File: config.mk
export PLATFORM = sky130hd
export DESIGN_NAME = dm_access_ctrl
export DESIGN_NICKNAME = d
export VERILOG_FILES = /design/src/rtl/dm_access_ctrl.sv
export SDC_FILE = /design/constraint.sdc
export NUM_CORES = 1
export LEC_CHECK = 0
export ABC_CLOCK_PERIOD_IN_PS = 4400
export BUFFER_PORTS_ARGS = -buffer_cell sky130_fd_sc_hd__buf_2
export CAP_MARGIN = 15
export CORE_UTILIZATION = 50
export DETAILED_ROUTE_END_ITERATION = 8
export PLACE_DENSITY = 0.87
export SLEW_MARGIN = 20
export SYNTH_ARGS = -nofsm -noshare
export SYNTH_HDL_FRONTEND = slang
export SYNTH_SLANG_ARGS = --single-unit
File: constraint.sdc
create_clock -name clk -period 4.4 [get_ports clk]
set_input_delay 0.88 -clock clk [delete_from_list [all_inputs] [get_ports clk]]
set_output_delay 0.88 -clock clk [all_outputs]
set_load 0.005 [all_outputs]
File: src/rtl/dm_access_ctrl.sv
// Data-memory access controller: single outstanding load/store toward a
// word-wide memory; sub-word stores use read-modify-write, loads are extended.
module dm_access_ctrl #(
    parameter int unsigned DM_ADDR_W = 16
) (
    input  logic                 clk,
    input  logic                 rst,
    input  logic                 req_valid,
    output logic                 req_ready,
    input  logic                 req_we,
    input  logic [1:0]           req_size,
    input  logic                 req_unsigned,
    input  logic [31:0]          req_addr,
    input  logic [31:0]          req_wdata,
    output logic                 rsp_valid,
    output logic [31:0]          rsp_rdata,
    output logic                 rsp_err,
    output logic                 DM_read,
    output logic                 DM_write,
    output logic [DM_ADDR_W-1:0] DM_addr,
    output logic [31:0]          DM_in,
    input  logic [31:0]          DM_out
);

    localparam logic [1:0] SZ_BYTE = 2'b00;
    localparam logic [1:0] SZ_HALF = 2'b01;
    localparam logic [1:0] SZ_WORD = 2'b10;
    localparam logic [1:0] SZ_RSVD = 2'b11;

    typedef enum logic [2:0] {
        IDLE,
        LD_RD,
        LD_DATA,
        ST_WR,
        RMW_RD,
        RMW_WR,
        ERR
    } state_t;

    state_t state, state_n;

    // registered request fields
    logic [DM_ADDR_W-1:0] waddr_q;
    logic [1:0]           off_q;
    logic [1:0]           size_q;
    logic                 uns_q;
    logic [31:0]          wdata_q;

    logic        accept;
    logic        req_err;
    logic        rsp_set;
    logic        rsp_err_n;
    logic [31:0] rsp_data_n;
    logic [7:0]  ld_byte;
    logic [15:0] ld_half;
    logic [31:0] ld_ext;
    logic [31:0] st_merge;

    // byte-address bits above the memory's reach are intentionally dropped
    logic unused_addr_bits;
    assign unused_addr_bits = ^req_addr[31:DM_ADDR_W+2];

    // alignment / size legality of the incoming request
    always_comb begin
        req_err = 1'b0;
        case (req_size)
            SZ_RSVD: req_err = 1'b1;
            SZ_HALF: req_err = req_addr[0];
            SZ_WORD: req_err = (req_addr[1:0] != 2'b00);
            default: req_err = 1'b0;
        endcase
    end

    // lane extraction with sign/zero extension, and sub-word store merge
    always_comb begin
        ld_byte = 8'h00;
        case (off_q)
            2'd0:    ld_byte = DM_out[7:0];
            2'd1:    ld_byte = DM_out[15:8];
            2'd2:    ld_byte = DM_out[23:16];
            default: ld_byte = DM_out[31:24];
        endcase
        ld_half = off_q[1] ? DM_out[31:16] : DM_out[15:0];

        case (size_q)
            SZ_BYTE: ld_ext = uns_q ? {24'h000000, ld_byte} : {{24{ld_byte[7]}}, ld_byte};
            SZ_HALF: ld_ext = uns_q ? {16'h0000, ld_half} : {{16{ld_half[15]}}, ld_half};
            default: ld_ext = DM_out;
        endcase

        st_merge = DM_out;
        if (size_q == SZ_BYTE) begin
            case (off_q)
                2'd0:    st_merge[7:0]   = wdata_q[7:0];
                2'd1:    st_merge[15:8]  = wdata_q[7:0];
                2'd2:    st_merge[23:16] = wdata_q[7:0];
                default: st_merge[31:24] = wdata_q[7:0];
            endcase
        end else if (off_q[1]) begin
            st_merge[31:16] = wdata_q[15:0];
        end else begin
            st_merge[15:0] = wdata_q[15:0];
        end
    end

    // next state, memory port decode and response staging
    always_comb begin
        state_n    = state;
        req_ready  = 1'b0;
        accept     = 1'b0;
        DM_read    = 1'b0;
        DM_write   = 1'b0;
        DM_addr    = '0;
        DM_in      = 32'h0000_0000;
        rsp_set    = 1'b0;
        rsp_err_n  = 1'b0;
        rsp_data_n = 32'h0000_0000;

        case (state)
            // ERR only exists for the cycle its response is visible; it accepts like IDLE
            IDLE, ERR: begin
                req_ready = 1'b1;
                if (state == ERR) DM_addr = waddr_q;
                state_n = IDLE;
                if (req_valid) begin
                    accept = 1'b1;
                    if (req_err) begin
                        state_n   = ERR;
                        rsp_set   = 1'b1;
                        rsp_err_n = 1'b1;
                    end else if (!req_we) begin
                        state_n = LD_RD;
                    end else if (req_size == SZ_WORD) begin
                        state_n = ST_WR;
                    end else begin
                        state_n = RMW_RD;
                    end
                end
            end
            LD_RD: begin
                DM_read = 1'b1;
                DM_addr = waddr_q;
                state_n = LD_DATA;
            end
            LD_DATA: begin
                DM_addr    = waddr_q;
                rsp_set    = 1'b1;
                rsp_data_n = ld_ext;
                state_n    = IDLE;
            end
            ST_WR: begin
                DM_write = 1'b1;
                DM_addr  = waddr_q;
                DM_in    = wdata_q;
                rsp_set  = 1'b1;
                state_n  = IDLE;
            end
            RMW_RD: begin
                DM_read = 1'b1;
                DM_addr = waddr_q;
                state_n = RMW_WR;
            end
            RMW_WR: begin
                DM_write = 1'b1;
                DM_addr  = waddr_q;
                DM_in    = st_merge;
                rsp_set  = 1'b1;
                state_n  = IDLE;
            end
            default: state_n = IDLE;
        endcase
    end

    // state register and response registers
    always_ff @(posedge clk) begin
        if (rst) begin
            state     <= IDLE;
            rsp_valid <= 1'b0;
            rsp_rdata <= 32'h0000_0000;
            rsp_err   <= 1'b0;
        end else begin
            state     <= state_n;
            rsp_valid <= rsp_set;
            if (rsp_set) begin
                rsp_rdata <= rsp_data_n;
                rsp_err   <= rsp_err_n;
            end
        end
    end

    // capture request fields at acceptance
    always_ff @(posedge clk) begin
        if (rst) begin
            waddr_q <= '0;
            off_q   <= 2'b00;
            size_q  <= 2'b00;
            uns_q   <= 1'b0;
            wdata_q <= 32'h0000_0000;
        end else if (accept) begin
            waddr_q <= req_addr[DM_ADDR_W+1:2];
            off_q   <= req_addr[1:0];
            size_q  <= req_size;
            uns_q   <= req_unsigned;
            wdata_q <= req_wdata;
        end
    end

endmodule
==> impl_metrics.env <==
export IMPL_syn2layout_area_growth_pct=23.24
export IMPL_critPathBufInv=1
export IMPL_grtUsageTotal_pct=29.77
export IMPL_cp_required_ns=3.52
export IMPL_drc=9
export IMPL_crit_type="flop to output pin"
export IMPL_cts_resized_gates=0
export IMPL_netlist_area_um2=4636
export IMPL_dp_cells=838
export IMPL_final_cell_mix="buf_2, nand2_1, dfxtp_1"
export IMPL_setup_viol=0
export IMPL_crit_path_top_delay_cell="nor2_1"
export IMPL_cp_end_kind="output pin"
export IMPL_die_x_um=98.29
export IMPL_ys_async_sr_fraction_pct=0
export IMPL_finalPower_mw=2.035
export IMPL_slowest_delay_ns=0.55
export IMPL_hpwl_um=10580
export IMPL_violations="DRC"
export IMPL_leakage_nw=2.684
export IMPL_ff2ff_path_depth=6
export IMPL_whs_ns=0.4580
export IMPL_gp_congestion=0.9516
export IMPL_cts_buffers_inserted=9
export IMPL_portBuffers=173
export IMPL_synth_seq_area_share_pct=38.87
export IMPL_maxSlewHeadroom_pct=37.86
export IMPL_instances_no_fill=854
export IMPL_crit_family="simple AND/OR/NAND/NOR gates"
export IMPL_worst_path_stages=5
export IMPL_synth_fp_nets=702
export IMPL_final_util_pct=64.56
export IMPL_clockBufferDepth=2
export IMPL_synth_cells=599
export IMPL_cts_sinks=90
export IMPL_placement_cell_area_um2=5495
export IMPL_dr_pass1_iters=8
export IMPL_grt_max_degree=75
export IMPL_ys_seq_elements=90
export IMPL_powerDensity_nw_per_um2=356.2
export IMPL_overflow=0
export IMPL_nFillCells=804
export IMPL_synthDistinctLibCells=49
export IMPL_clk_latency_ns=0.36
export IMPL_tightest_slew_ns=0.9321
export IMPL_maxCapViolCount=0
export IMPL_min_period_ns=3.569
export IMPL_rows=34
export IMPL_status="finished, violations left"
export IMPL_antenna_found_initial=0
export IMPL_final_area_um2=5713
export IMPL_drive_gt1_share_pct=27.61
export IMPL_routedWlPerCell_um=17.28
export IMPL_holdCritPathClass="flop to flop"
export IMPL_die_area_um2=9661
export IMPL_finClkSkew_ns=0.006503
export IMPL_yosys_most_used_dff="dfxtp_1"
export IMPL_core_area_um2=8848
export IMPL_ios=188
export IMPL_hold_viol=0
export IMPL_viasPerCell=5.987
export IMPL_crit_path_start_kind="flop"
export IMPL_htree_levels=3
export IMPL_start_util_pct=52.39
export IMPL_synth_edf_count=0
export IMPL_post_cts_setup_buffers=0
export IMPL_worst_slack_ns=0.8315
export IMPL_antenna_cells=0
export IMPL_fin_nets=844
export IMPL_critPathMaxFanout=20
export IMPL_crit_chain="nor2b_1, nand2_1, nor2_1, a22o_1, buf_2"
export IMPL_grt_pass1_wl_um=22900
export IMPL_vias=5113
export IMPL_cts_tree="done"
export IMPL_pre_cts_slack_ns=1.288
export IMPL_tns_ns=0
export IMPL_mostFrequentLayoutCell="buf_2"
export IMPL_routed_wl_um=14760
export IMPL_grt_pass1_vias=4602
export IMPL_peakVddDrop_mv=0.1838
export IMPL_synth_yosys_warnings=0
export IMPL_clk_pin_slew_worst_paths_ns=0.09
export IMPL_postSynthAreaPerCell_um2=7.739
export IMPL_fmax_mhz=280.2
export IMPL_min_path_cells=1
export IMPL_fp_dieH_um=98.29
export IMPL_grt_setup_unrepaired="false"
export IMPL_maxSlewViolCount=0
export IMPL_ctsHoldBuffers=0
export IMPL_timing_final_crit_share_pct=81.10
export IMPL_root_buffer="clkbuf_8"
export IMPL_ant_nets=0
export IMPL_arrival_ns=2.69
export IMPL_initialDrtViolationCount=410
-- synth_stat cells, drive strengths merged, types with 8 or more instances --
cell / instances / area [um2]
nand2: 126 / 473.0
dfxtp: 90 / 1802
a21oi: 88 / 440.4
a22o: 45 / 394.1
clkbuf: 34 / 127.6
o21ai: 28 / 143.9
inv: 22 / 82.58
and2: 19 / 118.9
nor2: 18 / 67.56
buf: 14 / 80.08
nand2b: 13 / 81.33
nor3: 13 / 65.06
mux2i: 9 / 90.09
o211ai: 8 / 65.06
-- metal layers --
metal	share of wire (%)	vias to the layer above	GRT usage (%)	wire [um]
met3	9.0	48	4.366	1326
met5	0	-	0	0
met2	47	298	46.80	6884
met4	3.5	0	14.47	512
li1	-	2400	-	-
met1	41	2367	40.11	6035
-- worst paths after layout --
path | startpoint | to | slack [ns]
setup / recovery | state[2]$_SDFF_PP0_ | DM_in[7] | 0.83
hold / removal | rsp_rdata[15]$_SDFFE_PP0P_ | rsp_rdata[15]$_SDFFE_PP0P_ | 0.46
setup reg to reg | state[2]$_SDFF_PP0_ | rsp_rdata[8]$_SDFFE_PP0P_ | 1.98
hold reg to reg | rsp_rdata[15]$_SDFFE_PP0P_ | rsp_rdata[15]$_SDFFE_PP0P_ | 0.46
-- cell type report --
cell class                 count  area [um2]  share of cell area, %
multi-input combinational    438        2561                  44.83
sequential                    90        1802                  31.54
timing repair buffer         179       910.9                  15.94
tap                          108       135.1                  2.365
clock buffer                  10       127.6                  2.234
clock inverter                 6       90.09                  1.577
inverter                      23       86.33                  1.511
-- report_power, final --
part / total, mW / internal [mW] / switching [mW] / leakage (nW)
Sequential: 0.940 / 0.882 / 0.0575 / 0.735
Clock: 0.630 / 0.322 / 0.308 / 0.107
Combinational: 0.465 / 0.181 / 0.284 / 1.84
Total: 2.03 / 1.39 / 0.649 / 2.68
-- kinds of logic (layout without fill, tap and decap cells) --
family	Yosys count	after routing	synth area share, %
AND/OR/NAND/NOR	205	205	20.03
flip-flops	90	90	38.87
buffers and inverters	71	218	6.343
AO/OA/AOI/OAI	221	221	31.85
multiplexers	12	12	2.915
-- flip-flops by register name, summed over array words and instances (netlist names) --
name       count
uns_q          1
rsp_err        1
rsp_valid      1
state          3
off_q          2
rsp_rdata     32
size_q         2
wdata_q       32
waddr_q       16
Note: power is estimated with default switching activity, not from simulation.
